File: src/rtl/uart_byte_rx_if.sv
// uart_byte_rx_if: serial line in, received byte / strobes / busy out
interface uart_byte_rx_if;
    logic       rx;
    logic [7:0] out_data;
    logic       out_valid;
    logic       frame_err;
    logic       busy;
    modport master (output rx, input out_data, out_valid, frame_err, busy);
    modport slave  (input rx, output out_data, out_valid, frame_err, busy);
endinterface

File: src/rtl/uart_byte_rx.sv
// uart_byte_rx: 8N1 (or 8E1 with UART_RX_PARITY_EN) UART byte receiver
//   clk            rising-edge system clock
//   reset          synchronous active-high reset
//   bus.rx         async serial line, idle high, LSB first
//   bus.out_data   last good byte
//   bus.out_valid  one-cycle strobe, out_data holds a new byte
//   bus.frame_err  one-cycle strobe, stop (or parity) check failed
//   bus.busy       receiver not idle
module uart_byte_rx #(
    parameter int CLK_HZ = 21477272,
    parameter int BAUD   = 115200
) (
    input logic       clk,
    input logic       reset,
    uart_byte_rx_if.slave bus
);
    localparam int DIV = (CLK_HZ + BAUD / 2) / BAUD;
    localparam int CW  = $clog2(DIV) + 1;
    localparam logic [CW-1:0] HALF = CW'(DIV / 2 - 1);
    localparam logic [CW-1:0] FULL = CW'(DIV - 1);
    typedef enum logic [2:0] {
        IDLE, START, DATA,
`ifdef UART_RX_PARITY_EN
        PARITY,
`endif
        STOP, BREAK
    } state_t;
    state_t state;
    logic [CW-1:0] cnt;
    logic [2:0] idx;
    logic [7:0] shreg, out_data_r;
    logic out_valid_r, frame_err_r, rx_m, rx_s, tick, perr;
`ifdef UART_RX_PARITY_EN
    logic par_err;
    assign perr = par_err;
`else
    assign perr = 1'b0;
`endif
    assign tick = cnt == '0;
    assign bus.out_data  = out_data_r;
    assign bus.out_valid = out_valid_r;
    assign bus.frame_err = frame_err_r;
    assign bus.busy      = state != IDLE;
    always_ff @(posedge clk) begin
        if (reset) begin
            state       <= IDLE;
            cnt         <= '0;
            idx         <= '0;
            shreg       <= '0;
            out_data_r  <= '0;
            out_valid_r <= 1'b0;
            frame_err_r <= 1'b0;
            rx_m        <= 1'b1;
            rx_s        <= 1'b1;
`ifdef UART_RX_PARITY_EN
            par_err     <= 1'b0;
`endif
        end else begin
            rx_m        <= bus.rx;
            rx_s        <= rx_m;
            out_valid_r <= 1'b0;
            frame_err_r <= 1'b0;
            if (state != IDLE && state != BREAK && !tick)
                cnt <= cnt - 1'b1;
            case (state)
                IDLE: if (!rx_s) begin
                    cnt   <= HALF;
                    state <= START;
                end
                START: if (tick) begin
                    if (rx_s) state <= IDLE;
                    else begin
                        cnt   <= FULL;
                        idx   <= '0;
                        state <= DATA;
                    end
                end
                DATA: if (tick) begin
                    shreg[idx] <= rx_s;
                    cnt        <= FULL;
                    idx        <= idx + 1'b1;
`ifdef UART_RX_PARITY_EN
                    if (idx == 3'd7) state <= PARITY;
`else
                    if (idx == 3'd7) state <= STOP;
`endif
                end
`ifdef UART_RX_PARITY_EN
                PARITY: if (tick) begin
                    par_err <= rx_s != ^shreg;
                    cnt     <= FULL;
                    state   <= STOP;
                end
`endif
                STOP: if (tick) begin
                    // returning to IDLE at mid-stop lets a back-to-back start bit be caught
                    if (rx_s && !perr) begin
                        out_data_r  <= shreg;
                        out_valid_r <= 1'b1;
                    end else
                        frame_err_r <= 1'b1;
                    state <= rx_s ? IDLE : BREAK;
                end
                BREAK: if (rx_s) state <= IDLE;
                default: state <= IDLE;
            endcase
        end
    end
endmodule

File: src/flat_wrapper.sv
// flat-port wrapper written by rule: the top's interface ports become plain ports
module uart_byte_rx_flat 
#(
    parameter int CLK_HZ = 21477272,
    parameter int BAUD   = 115200
)
  (clk, reset, bus_rx, bus_out_data, bus_out_valid, bus_frame_err, bus_busy);
  uart_byte_rx_if bus_i ();
  input logic clk;
  input logic reset;
  input wire logic [$bits(bus_i.rx)-1:0] bus_rx;
  output wire logic [$bits(bus_i.out_data)-1:0] bus_out_data;
  output wire logic [$bits(bus_i.out_valid)-1:0] bus_out_valid;
  output wire logic [$bits(bus_i.frame_err)-1:0] bus_frame_err;
  output wire logic [$bits(bus_i.busy)-1:0] bus_busy;
  assign bus_i.rx = bus_rx;
  assign bus_out_data = bus_i.out_data;
  assign bus_out_valid = bus_i.out_valid;
  assign bus_frame_err = bus_i.frame_err;
  assign bus_busy = bus_i.busy;
  uart_byte_rx #(.CLK_HZ(CLK_HZ), .BAUD(BAUD)) u_core (.clk(clk), .reset(reset), .bus(bus_i));
endmodule
File: config.mk
export PLATFORM = sky130hd
export DESIGN_NAME = uart_byte_rx_flat
export DESIGN_NICKNAME = d
export VERILOG_FILES = /design/src/rtl/uart_byte_rx_if.sv /design/src/rtl/uart_byte_rx.sv /design/src/flat_wrapper.sv
export SDC_FILE = /design/constraint.sdc
export NUM_CORES = 1
export LEC_CHECK = 0
export CORE_ASPECT_RATIO = 0.7
export CORE_MARGIN = 10
export CORE_UTILIZATION = 65
export DETAILED_ROUTE_END_ITERATION = 10
export DONT_BUFFER_PORTS = 1
export PLACE_DENSITY = 0.81
export SLEW_MARGIN = 20
export SYNTH_ARGS = -nofsm -noshare
export SYNTH_HDL_FRONTEND = slang
export SYNTH_SLANG_ARGS = --single-unit
File: constraint.sdc
create_clock -name clk -period 3.9 [get_ports clk]
set_input_delay 0.585 -clock clk [delete_from_list [all_inputs] [get_ports clk]]
set_output_delay 0.585 -clock clk [all_outputs]
set_load 0.02 [all_outputs]
==> run summary, run 1 <==
The run gives 46.25% as the relative max-transition margin. Summed over all layers, the routed wires come to 3920 um. OpenSTA, run right after detailed placement, puts the worst setup slack at 1.667 ns. The proportion of synthesized flip-flops having asynchronous set or reset came out at 0%. The placer's final routability congestion estimate was 0.8735.

Delay of the slowest critical-path stage: 0.60 ns. Root cell of the clock tree: sky130_fd_sc_hd__clkbuf_8. In the final layout, flip-flops and latches occupy 700.7 sq um. The count of pins over their slew limit was 0; the core area was 2459 sq um. The H-tree depth was 2; the portion of the clock cycle consumed by the worst path in the final layout was 58.84%. The die covers 5054 sq um.

The analysis attributes to cell leakage a power of 0.5736 nW. Input and output buffers added on the ports amount to 0. The wire-length estimate of the detail-placed layout is 2669 um.

The logs give 1.605 ns for the smallest setup slack after layout and 0 for the post-route antenna net violation count. TritonCTS built the clock tree. The hold violation count in the final report came out at 0. The critical path startpoint category is a flop. In the routed layout, each cell is associated on average with a via count of 6.658.

Entering global routing, the biggest net connects 40 pins. The diode insertion count for antenna repair was 0; the clock transition time at the flip-flop clock pins of the worst setup and hold paths was 0.07 ns. After detailed routing, the average wire length per cell comes to 17.90 um. The hold slack is 0.3598 ns.

The post-CTS resize count was 0; the fraction of layout instances using a drive strength above 1 was 10.27%. The worst setup path is captured at a flop. The detailed router placed 1458 vias in this run. For the combined area of the multi-input logic cells, the log shows 918.4 sq um. The die is 62.56 um tall. In this run, the number of DRC markers left after iteration 0 of detailed routing was 246. For this run the aggregate overflow at the end of global routing stands at 0. Class of the tightest hold or removal check: in2reg.

The critical path contains buffers and inverters numbering 0 combined. The run finished with clean final reports. The number of distinct library cells after synthesis is 44, and the required time of the critical path is 4.12 ns. After synthesis the netlist holds a flip-flop and latch count of 35. The instance area at placement was 1684 sq um; the initial antenna violation count was 0.

The tools report the Yosys warning count as 0. The run gives 1431 as the via count of the first global-routing pass. The first TritonRoute pass finished after 6 iterations. The total negative slack for setup checks was 0 ns. The number of design rule violations left after detail routing was 0. The top cell family by delay on the critical path was simple AND/OR/NAND/NOR gates.

Setup repair after global routing left no endpoint under its margin. Overall power of the completed layout: 750.3 uW. The overall track demand over capacity in global routing was 16.87%; the clock insertion delay at the later pin of the skew report was 0.30 ns. Type of the setup path with the least slack: reg2reg.

The tools report the TritonCTS sink count as 35. At the end of the flow, the number of nets in the layout was 191. For the worst endpoint data arrival time, the log shows 2.52 ns.

The area growth from synthesis to layout came out at 5.357%. The most common library cell in the layout ignoring fill and taps is sky130_fd_sc_hd__dfxtp_1. The smallest clock period supported by the final layout is computed as 2.295 ns. The share of the Yosys chip area taken by registers is 41.67%. For this configuration, the core starts out at a cell density of 68.40%. Counting flops with a built-in enable in the synthesized netlist gives 0. The number of clock buffers added by TritonCTS is 5. The number of setup buffers added after CTS is 0. The net count after synthesis came out at 194.

The transition time of the tightest slew-check pin was 0.7995 ns; the count of maximum capacitance violations was 0. The number of failing setup endpoints in the final timing report was 0. The run gives 2 as the maximum buffer depth of the clock tree. The worst-case clock skew is 0.005968 ns, and the worst vdd rail ir drop is 0.2533 mV. For this design, the slowest cell found on the critical path is sky130_fd_sc_hd__nor3b_1.

Traced cell by cell, the critical path runs through nor3b_1, nand4_1, or4b_1, a21oi_1. The synthesized netlist occupies a cell area of 1682 sq um. Dividing total power by cell area gives a power density of 423.5 nW/um^2. A synthesized cell averages 8.945 sq um.

The logs give 435.8 MHz for the highest clock rate and 6789 um for the first-pass GRT wire length. In the layout the commonest cells are 35 x sky130_fd_sc_hd__dfxtp_1, 18 x sky130_fd_sc_hd__nor2_1, 14 x sky130_fd_sc_hd__a21oi_1, 14 x sky130_fd_sc_hd__nor3_1, 11 x sky130_fd_sc_hd__o21ai_0. Synthesis handed over a netlist of 188 instances. Post-route cell area: 1772 sq um.

The number of hold-repair buffers added at the cts stage came out at 0. Along the worst path, the maximum fanout reaches 12. In this run the horizontal extent of the chip is 80.80 um. In the synthesized netlist the dominant register cell turns out to be sky130_fd_sc_hd__dfxtp_1. The filler cells instantiated in the layout total 184.

The run gives 15 as the count of standard-cell rows. During I/O placement, the number of pins put on the boundary was 14.
path summary, 6_finish.rpt:
path                                       from              end  slack (ns)  cells after the start
worst max-delay path            u_core.state[1]  u_core.shreg[1]        1.61                      4
worst min-delay path                      reset  u_core.shreg[4]        0.36                      1
worst max register to register  u_core.state[1]  u_core.shreg[1]        1.61                      4
worst min register to register      u_core.rx_m      u_core.rx_s        0.41                      1
flip-flops by register name (all words and copies together), names as in the netlist:
name,cells
u_core.shreg,8
u_core.rx_s,1
u_core.state,3
u_core.bus.out_valid,1
u_core.idx,3
u_core.bus.out_data,8
u_core.rx_m,1
u_core.cnt,9
u_core.bus.frame_err,1
power breakdown:
group / switching [mW] / total (mW) / leakage [nW] / internal [mW]
clock: 0.125 / 0.263 / 0.0470 / 0.138
sequential: 0.0166 / 0.383 / 0.283 / 0.366
combinational: 0.0643 / 0.104 / 0.243 / 0.0400
total: 0.206 / 0.750 / 0.574 / 0.544
synth_stat cells (all sizes together), types with 2 or more instances:
cell / n / area, sq um
a31oi: 5 / 31.28
nor4: 2 / 33.78
mux2i: 9 / 90.09
o211ai: 3 / 22.52
o31ai: 2 / 15.01
buf: 2 / 10.01
o21ai: 11 / 55.05
a211o: 2 / 17.52
nand2b: 3 / 18.77
inv: 6 / 22.52
nand4: 3 / 25.02
or3: 5 / 31.28
ha: 3 / 37.54
nor3: 15 / 86.34
nand3: 8 / 40.04
nor2: 18 / 67.56
a21oi: 14 / 70.07
dfxtp: 35 / 700.7
or2: 2 / 12.51
or3b: 2 / 17.52
nand2: 7 / 26.28
clkbuf: 8 / 30.03
nor3b: 3 / 22.52
or4b: 3 / 33.78
nor4b: 3 / 41.29
through the flow:
stage,util [%],std cells
2_1_floorplan,-,188
3_3_place_gp,68.50,212
3_5_place_dp,68.50,212
4_1_cts,72.06,219
5_1_grt,72.06,219
6_report,72.06,219
cell families (layout without fill, tap and decap cells):
group / Yosys count / in the layout / synth area share, %
AO/OA/AOI/OAI: 46 / 46 / 17.26
buffers and inverters: 16 / 13 / 3.720
adder cells (fa/ha/maj): 3 / 3 / 2.232
AND/OR/NAND/NOR: 78 / 78 / 29.09
flip-flops: 35 / 35 / 41.67
multiplexers: 10 / 10 / 6.027
metal layers:
layer  routed length, um  vias up  GRT usage [%]
met5                   0        -              0
met4                  61        0          7.543
met3                 432        7          9.914
met2                1698       60          22.82
met1                1727      695          20.76
li1                    -      696              -
layout make-up:
| type | count | share of cell area [%] |
|---|---|---|
| clock buffer | 6 | 4.661 |
| clock inverter | 1 | 0.2825 |
| inverter | 6 | 1.271 |
| multi-input combinational | 137 | 51.84 |
| sequential | 35 | 39.55 |
| tap | 34 | 2.401 |
Power figures use the tool's default switching activity.
==> inputs of run 2 (changes only) <==
Settings changed: ABC_AREA set to 1, CORE_UTILIZATION 65 to 55, PLACE_DENSITY 0.81 to 0.73.
Clock period 3.9 ns to 2.1 ns, I/O delays scaled along.
==> run 2 against run 1 <==
- worst hold slack worse by 0.28 ns
- sequential share of layout area down 0.82 points
- via count up 0.89%
- power rose to 3.2 times the previous value
- sequential power up 110%
- utilization down 9.3 points
- non-clock buffer count up 1
- synthesized cell count up 30%
- maximum frequency up 37%
- critical path depth up 7
- register-to-register slack worse by 1.2 ns
- area after synthesis up 1.1%
==> run summary, run 2 <==
The run finished with clean final reports. The hold violation count in the final report was 0 (unchanged); the die width was 86.46 um (was 80.80 um). The count of flip-flops with a built-in enable after synthesis is 0 (unchanged). The tools report the count of pins over their slew limit as 0 (unchanged). The number of distinct library cells after synthesis was 28 (was 44); the via count of the first global-routing pass was 1290 (was 1431).

The dominant cell type by area after synthesis was sky130_fd_sc_hd__dfxtp_1 (unchanged). Worst reg2reg path startpoint: u_core.cnt[0] (was u_core.state[1]). Die area: 5751 sq um (was 5054 sq um).

Setup repair after global routing left no endpoint under its margin. The logs give 1856 um (was 1727 um) for the wire length on met1 and 1700 sq um (was 1682 sq um) for the post-synth design cell area. The root cell of the clock tree is sky130_fd_sc_hd__clkbuf_8 (unchanged). TritonCTS built the clock tree. The initial antenna violation count is 0 (unchanged). The logs give 254 um (was 432 um) for the met3 wirelength from detailed routing and 0 (unchanged) for the number of design rule violations left after detail routing. The cell with the largest stage delay on the worst path was sky130_fd_sc_hd__dfxtp_1 (was sky130_fd_sc_hd__nor3b_1). The logs give 23 (was 40) for the pin count of the biggest net entering global routing and 3502 um (was 3920 um) for the total wirelength of the detailed-routed design.

The diode insertion count for antenna repair was 0 (unchanged). The portion of the clock cycle consumed by the worst path in the final layout was 79.72% (was 58.84%). The logs give 0.4467 ns (was 1.667 ns) for the placement-stage worst setup slack and 13.28% (was 16.87%) for the overall track demand over capacity in global routing. The run gives 0 (unchanged) as the remaining global-route overflow. The most common flop cell mapped by yosys was sky130_fd_sc_hd__dfxtp_1 (unchanged). The met2 wire length came out at 1316 um (was 1698 um). The synthesized area divided by synthesized cell count came out at 6.969 sq um (was 8.945 sq um).

Count of standard-cell rows: 16 (was 15). Count of port buffers added during placement: 0 (unchanged). The maximum net fanout on the critical path is 11 (was 12). The run gives 2406 um (was 2669 um) as the HPWL after detailed placement. The clock insertion delay at the later pin of the skew report is 0.29 ns (was 0.30 ns).

The highest clock rate was 597.3 MHz (was 435.8 MHz). The sequential element share of the synthesized area was 41.21% (was 41.67%); the initial cell density of the core was 58.98% (was 68.40%). The number of buffers inserted by post-CTS setup repair was 0 (unchanged). For the required time of the critical path, the log shows 2.29 ns (was 4.12 ns).

For the via count of the routed design, the log shows 1471 (was 1458). The delay of the slowest critical-path stage was 0.32 ns (was 0.60 ns); the number of failing setup endpoints in the final timing report was 0 (unchanged). The area occupied by registers is 700.7 sq um (unchanged). The length in cells of the worst reg-to-reg path works out to 11 (was 4). Net total in the final layout: 250 (was 191).

For the post-CTS resize count, the log shows 0 (unchanged). For the TritonCTS sink count, the log shows 35 (unchanged). The power density of the placed cells was 1346 nW/um^2 (was 423.5 nW/um^2); the fraction of layout instances using a drive strength above 1 was 8.571% (was 10.27%). The maximum buffer depth of the clock tree was 2 (unchanged). The combined area of the multi-input logic cells is 827.0 sq um (was 918.4 sq um). Commonest cells in the netlist: 56 x sky130_fd_sc_hd__nand2_1, 36 x sky130_fd_sc_hd__nor2_1, 35 x sky130_fd_sc_hd__dfxtp_1 (was 35 x sky130_fd_sc_hd__dfxtp_1, 18 x sky130_fd_sc_hd__nor2_1, 14 x sky130_fd_sc_hd__a21oi_1, 14 x sky130_fd_sc_hd__nor3_1, 11 x sky130_fd_sc_hd__o21ai_0).

The synthesized instance count came out at 244 (was 188). Most common library cell in the layout ignoring fill and taps: sky130_fd_sc_hd__nand2_1 (was sky130_fd_sc_hd__dfxtp_1). The worst vdd rail ir drop is 0.6817 mV (was 0.2533 mV).

The register-to-register path setup slack was 0.43 ns (was 1.61 ns). The run gives 72.93% (was 46.25%) as the relative max-transition margin. The tools report the capturing point of the worst reg2reg path as u_core.cnt[4] (was u_core.shreg[1]). The most flop-heavy register is u_core.cnt (unchanged). The detailed-route vias per instance was 5.235 (was 6.658). The tools report the nature of the critical path endpoint as a flop (unchanged). The transition time of the tightest slew-check pin was 0.4056 ns (was 0.7995 ns).

The logs give 273 (was 212) for the cell total after placement and 14 (unchanged) for the I/O pin count. Number of hold-repair buffers added at the cts stage: 0 (unchanged). The highest routing layer actually used was met4 (unchanged). The class of the tightest hold or removal check was in2reg (unchanged).

The post-synthesis register bit count was 35 (unchanged). Total clock buffers created by CTS: 5 (unchanged). Area contributors post-synth: sky130_fd_sc_hd__dfxtp_1 41%, sky130_fd_sc_hd__nand2_1 12%, sky130_fd_sc_hd__nor2_1 7.9%, sky130_fd_sc_hd__inv_1 6.8%, sky130_fd_sc_hd__a21oi_1 5.9% (was sky130_fd_sc_hd__dfxtp_1 42%, sky130_fd_sc_hd__mux2i_1 5.4%, sky130_fd_sc_hd__a21oi_1 4.2%, sky130_fd_sc_hd__nor3_1 4.2%, sky130_fd_sc_hd__nor2_1 4.0%). The library cell with the highest instance count after synthesis is sky130_fd_sc_hd__nand2_1 (was sky130_fd_sc_hd__dfxtp_1).

For the placer's final routability congestion estimate, the log shows 0.8899 (was 0.8735). The logs give 281 (was 219) for the non-filler instance count after layout and 6058 um (was 6789 um) for the first-pass GRT wire length. The logs give 250 (was 194) for the net count after synthesis and 0.4259 ns (was 1.605 ns) for the smallest setup slack after layout. For the final-layout fill cell count, the log shows 260 (was 184). The flip-flop count of the largest register, all copies and words added is 9 (unchanged). The tools report the capturing instance or port of the critical path as u_core.cnt[4] (was u_core.shreg[1]).

The fraction of synthesized cell area taken by the top area cell type was 41.21% (was 41.67%); the H-tree depth was 2 (unchanged). The worst setup path startpoint is u_core.cnt[0] (was u_core.state[1]). The clock transition time at the flip-flop clock pins of the worst setup and hold paths works out to 0.07 ns (about the same). The worst endpoint data arrival time is 1.86 ns (was 2.52 ns), and the post-route antenna net violation count is 0 (unchanged).

Standby leakage power: 0.8074 nW (was 0.5736 nW). The die extent in y works out to 66.52 um (was 62.56 um). The area growth from synthesis to layout is 6.402% (was 5.357%). The logs give 0 ns (unchanged) for the total negative slack for setup checks and 2883 sq um (was 2459 sq um) for the core area. The critical path startpoint category was a flop (unchanged). The type of the setup path with the least slack was reg2reg (unchanged).

Leading cell types in the layout, fill and taps excluded: 56 x sky130_fd_sc_hd__nand2_1, 36 x sky130_fd_sc_hd__nor2_1, 35 x sky130_fd_sc_hd__dfxtp_1 (was 35 x sky130_fd_sc_hd__dfxtp_1, 18 x sky130_fd_sc_hd__nor2_1, 14 x sky130_fd_sc_hd__a21oi_1, 14 x sky130_fd_sc_hd__nor3_1, 11 x sky130_fd_sc_hd__o21ai_0). The Yosys warning count was 0 (unchanged); the proportion of synthesized flip-flops having asynchronous set or reset was 0% (unchanged). The detailed-router iteration count before antenna repair came out at 4 (was 6). Detailed-route wire length per cell: 12.46 um (was 17.90 um).

The count of maximum capacitance violations was 0 (unchanged); the worst-case clock skew was 0.007139 ns (was 0.005968 ns). The final critical-path required period is 1.674 ns (was 2.295 ns). Worst-path cell chain: inv_1, ha_1, nand2_2, nor2_4, nand2_4, nand2_2, inv_1, nand2_1, nand2_1, nor2_1, nor2_1 (was nor3b_1, nand4_1, or4b_1, a21oi_1). The number of DRC markers after the initial detailed-route iteration is 119 (was 246).
-- run 2: how the worst min path moves through the flow --
| stage | from | cells after the start | slack (ns) | to |
|---|---|---|---|---|
| 6_report | reset | 1 | 0.08 | u_core.state[1] |
| 5_1_grt | reset | 1 | 0.07 | u_core.state[2] |
| 2_1_floorplan | u_core.rx_m | 1 | 0.39 | u_core.rx_s |
| 3_3_place_gp | reset | 1 | 0.39 | u_core.bus.out_data[4] |
| 3_5_place_dp | reset | 1 | 0.39 | u_core.bus.out_data[4] |
| 4_1_cts | reset | 1 | 0.08 | u_core.state[1] |
-- run 2: per-stage QoR --
| stage | utilization, % | power [mW] | area (sq um) | hold WS, ns |
|---|---|---|---|---|
| 2_1_floorplan | - | 1.795 | 1700 | 0.3895 |
| 3_3_place_gp | 59.29 | 1.892 | 1709 | 0.3884 |
| 3_5_place_dp | 59.29 | 1.884 | 1709 | 0.3891 |
| 4_1_cts | 62.76 | 2.432 | 1809 | 0.07933 |
| 5_1_grt | 62.76 | 2.619 | 1809 | 0.07329 |
| 6_report | 62.76 | 2.436 | 1809 | 0.08192 |
-- run 2: kinds of logic (layout without fill, tap and decap cells) --
group | Yosys count | in the layout | synth area share, %
and+or+nand+nor | 131 | 131 | 35.03
buffers and inverters | 41 | 42 | 10.15
DFF | 35 | 35 | 41.21
AOI/OAI and AO/OA | 30 | 30 | 9.345
xor gates and xnor gates | 4 | 4 | 2.060
adders and majority gates | 3 | 3 | 2.208
-- run 2: area by class of cell --
| class | count | area share (%) |
|---|---|---|
| Inverter | 33 | 7.123 |
| Sequential cell | 35 | 38.73 |
| Clock buffer | 8 | 5.532 |
| Multi-Input combinational cell | 168 | 45.71 |
| Timing Repair Buffer | 1 | 0.4149 |
| Tap cell | 36 | 2.490 |
-- run 2: critical path: cells and delay by family (launching register included) --
family	cells	cell delay [ns]
fa+ha+maj	1	0.23
buf+inv	2	0.21
flops	1	0.32
simple gates	8	0.81
-- run 2: per-layer routing --
| layer | vias to the layer above | global-route usage (%) |
|---|---|---|
| li1 | 780 | - |
| met1 | 642 | 18.07 |
| met2 | 41 | 17.28 |
| met3 | 8 | 5.346 |
| met4 | 0 | 6.855 |
| met5 | - | 0 |
-- run 2: where the power goes --
part           leakage [nW]  internal [mW]  total (mW)  switching (mW)
Clock                0.0515          0.299       0.538           0.239
Combinational         0.472          0.324        1.08           0.760
Sequential            0.284          0.744       0.815          0.0707
Total                 0.807           1.37        2.44            1.07
==> inputs of run 3 (changes only) <==
Settings changed: CORE_UTILIZATION 55 to 61, PLACE_DENSITY 0.73 to 0.77.
Clock period 2.1 ns to 1.7 ns, I/O delays scaled along.
==> run 3 against run 2 <==
- worst hold slack worse by 0.059 ns
- sequential share of layout area down 1.0 points
- via count up 6.4%
- die area down 7.3%
- setup slack worse by 0.34 ns
- clock-buffer cell count down 2
- global-route usage up 0.94 points
- largest power group unchanged
==> run summary, run 3 (synthesized netlist as in run 2, its figures left out) <==
The capturing point of the worst reg2reg path is u_core.shreg[4] (was u_core.cnt[4]). The run gives 138 (was 119) as the number of DRC markers after the initial detailed-route iteration. The run gives 23 (unchanged) as the pin count of the biggest net entering global routing. The detailed-route wire length per cell is 14.34 um (was 12.46 um), and the die area is 5333 sq um (was 5751 sq um).

The worst endpoint data arrival time was 1.80 ns (was 1.86 ns); the die extent in y was 64.18 um (was 66.52 um). Class of the tightest hold or removal check: in2reg (unchanged). The area occupied by registers was 700.7 sq um (unchanged); the total negative slack for setup checks was 0 ns (unchanged).

The tools report the endpoint with the worst hold slack as u_core.bus.out_data[0] (was u_core.state[1]). The placement-stage worst setup slack is 0.05416 ns (was 0.4467 ns), and the remaining global-route overflow is 0 (unchanged). Leading cell types in the layout, fill and taps excluded: 56 x sky130_fd_sc_hd__nand2_1, 36 x sky130_fd_sc_hd__nor2_1, 35 x sky130_fd_sc_hd__dfxtp_1 (unchanged). The most flop-heavy register was u_core.cnt (unchanged). The tools report the via count of the first global-routing pass as 1290 (unchanged).

Most common library cell in the layout ignoring fill and taps: sky130_fd_sc_hd__nand2_1 (unchanged). For the relative max-transition margin, the log shows 75.19% (was 72.93%). The tools report the worst reg2reg path startpoint as u_core.cnt[1] (was u_core.cnt[0]).

The worst-case clock skew is 0.005207 ns (was 0.007139 ns). The post-route cell area is 1859 sq um (was 1809 sq um). The required time of the critical path is 1.89 ns (was 2.29 ns). The TritonCTS sink count was 35 (unchanged); the portion of the clock cycle consumed by the worst path in the final layout was 94.80% (was 79.72%).

Overall track demand over capacity in global routing: 14.22% (was 13.28%). The highest clock rate was 620.5 MHz (was 597.3 MHz). The logs give 4 (unchanged) for the detailed-router iteration count before antenna repair and 66.62% (was 58.98%) for the initial cell density of the core. TritonCTS built the clock tree. The placer's final routability congestion estimate was 0.9041 (was 0.8899). The transition time of the tightest slew-check pin came out at 0.3717 ns (was 0.4056 ns). For the worst vdd rail ir drop, the log shows 1.309 mV (was 0.6817 mV).

Hold violation count in the final report: 0 (unchanged). The first-pass GRT wire length was 6244 um (was 6058 um); the fraction of layout instances using a drive strength above 1 was 10.53% (was 8.571%). The combined area of the multi-input logic cells was 844.6 sq um (was 827.0 sq um); the area growth from synthesis to layout was 9.345% (was 6.402%). The number of hold-repair buffers added at the cts stage was 0 (unchanged); the power density of the placed cells was 1809 nW/um^2 (was 1346 nW/um^2).

The instance area at placement was 1707 sq um (was 1709 sq um). Critical path startpoint category: a flop (unchanged). The logs give 196 (was 260) for the final-layout fill cell count and 0 (unchanged) for the count of maximum capacitance violations. Core area: 2552 sq um (was 2883 sq um).

The tools report the net total in the final layout as 252 (was 250). Number of cells on the worst hold path: 1 (unchanged). The via count of the routed design is 1565 (was 1471). The standby leakage power came out at 0.8370 nW (was 0.8074 nW). The type of the setup path with the least slack was reg2reg (unchanged). The maximum net fanout on the critical path is 7 (was 11). For the smallest setup slack after layout, the log shows 0.08833 ns (was 0.4259 ns). The logs give 0 (unchanged) for the number of design rule violations left after detail routing and 0.02288 ns (was 0.08192 ns) for the hold slack. The HPWL after detailed placement was 2855 um (was 2406 um); the post-route antenna net violation count was 0 (unchanged). I/O pin count: 14 (unchanged). The tools report the root cell of the clock tree as sky130_fd_sc_hd__clkbuf_8 (unchanged). The die width is 83.11 um (was 86.46 um). The run gives 5 (unchanged) as the total clock buffers created by CTS.

The H-tree depth is 2 (unchanged). The run gives 4029 um (was 3502 um) as the total wirelength of the detailed-routed design. Register-to-register path setup slack: 0.09 ns (was 0.43 ns).

The length in cells of the worst reg-to-reg path came out at 9 (was 11). The run finished with clean final reports. The met2 wire length is 1709 um (was 1316 um), and the number of failing setup endpoints in the final timing report is 0 (unchanged). Count of port buffers added during placement: 0 (unchanged). The met3 wirelength from detailed routing was 377 um (was 254 um).

The run gives 0 (unchanged) as the count of pins over their slew limit. The detailed-route vias per instance was 5.569 (was 5.235); the diode insertion count for antenna repair was 0 (unchanged). The tools report the clock insertion delay at the later pin of the skew report as 0.29 ns (about the same). Maximum buffer depth of the clock tree: 2 (unchanged). The nature of the critical path endpoint was a flop (unchanged).

The wire length on met1 was 1880 um (was 1856 um). For the count of standard-cell rows, the log shows 15 (was 16). The highest routing layer actually used was met4 (unchanged). Core utilization of the finished layout: 72.84% (was 62.76%). The worst setup path startpoint was u_core.cnt[1] (was u_core.cnt[0]).

The launch point of the worst hold path was reset (unchanged). The flip-flop count of the largest register, all copies and words added works out to 9 (unchanged). The clock transition time at the flip-flop clock pins of the worst setup and hold paths is 0.07 ns (about the same), and the initial antenna violation count is 0 (unchanged). The final critical-path required period came out at 1.612 ns (was 1.674 ns).
## run 3: cell types whose count changed in the layout (fill, tap and decap cells not counted), sizes merged
cell and change:
clkbuf -2, bufinv +1, inv +1, buf +2
## run 3: repair_timing
action                                  CTS  global route
hold endpoints to repair                  0             0
endpoints found under the setup margin    0            25
resized for setup                         0             5
setup buffers                             0             2
## run 3: report_power, final
part           internal (mW)  switching, mW  total (mW)
Combinational          0.546           1.02        1.57
Sequential             0.919         0.0992        1.02
Clock                  0.474          0.304       0.778
## run 3: layout make-up
cell class                      count  area share (%)
Timing Repair Buffer                3           1.211
Inverter                           33           7.066
Clock buffer                        6           4.441
Sequential cell                    35           37.69
Multi-Input combinational cell    168           45.42
Clock inverter                      2           1.884
Tap cell                           34           2.288
## run 3: critical path, cell delays in order (launching register included)
cell	delay (ns)
sky130_fd_sc_hd__dfxtp_1	0.32
sky130_fd_sc_hd__inv_1	0.12
sky130_fd_sc_hd__ha_4	0.17
sky130_fd_sc_hd__nand2_2	0.08
sky130_fd_sc_hd__nor2_4	0.14
sky130_fd_sc_hd__nand2_4	0.14
sky130_fd_sc_hd__nor3_4	0.31
sky130_fd_sc_hd__nand3_1	0.12
sky130_fd_sc_hd__nand2_1	0.07
sky130_fd_sc_hd__nor2_1	0.04
## run 3: through the flow
stage | power (mW) | cells
3_3_place_gp | 2.299 | 271
2_1_floorplan | 2.217 | 244
6_report | 3.364 | 281
3_5_place_dp | 2.329 | 271
5_1_grt | 3.575 | 281
4_1_cts | 3.111 | 279
## run 3: worst max-delay path by stage
stage,end,slack (ns),cells after the start
2_1_floorplan,u_core.cnt[5],0.21,11
3_3_place_gp,u_core.cnt[4],0.13,10
3_5_place_dp,u_core.cnt[4],0.05,11
4_1_cts,u_core.cnt[3],0.05,11
5_1_grt,u_core.shreg[4],-0.02,9
6_report,u_core.shreg[4],0.09,9
## run 3: metal layers
| metal | GRT usage, % | vias up |
|---|---|---|
| li1 | - | 784 |
| met1 | 18.81 | 705 |
| met2 | 19.62 | 70 |
| met3 | 6.582 | 6 |
| met4 | 4.873 | 0 |
| met5 | 0 | - |
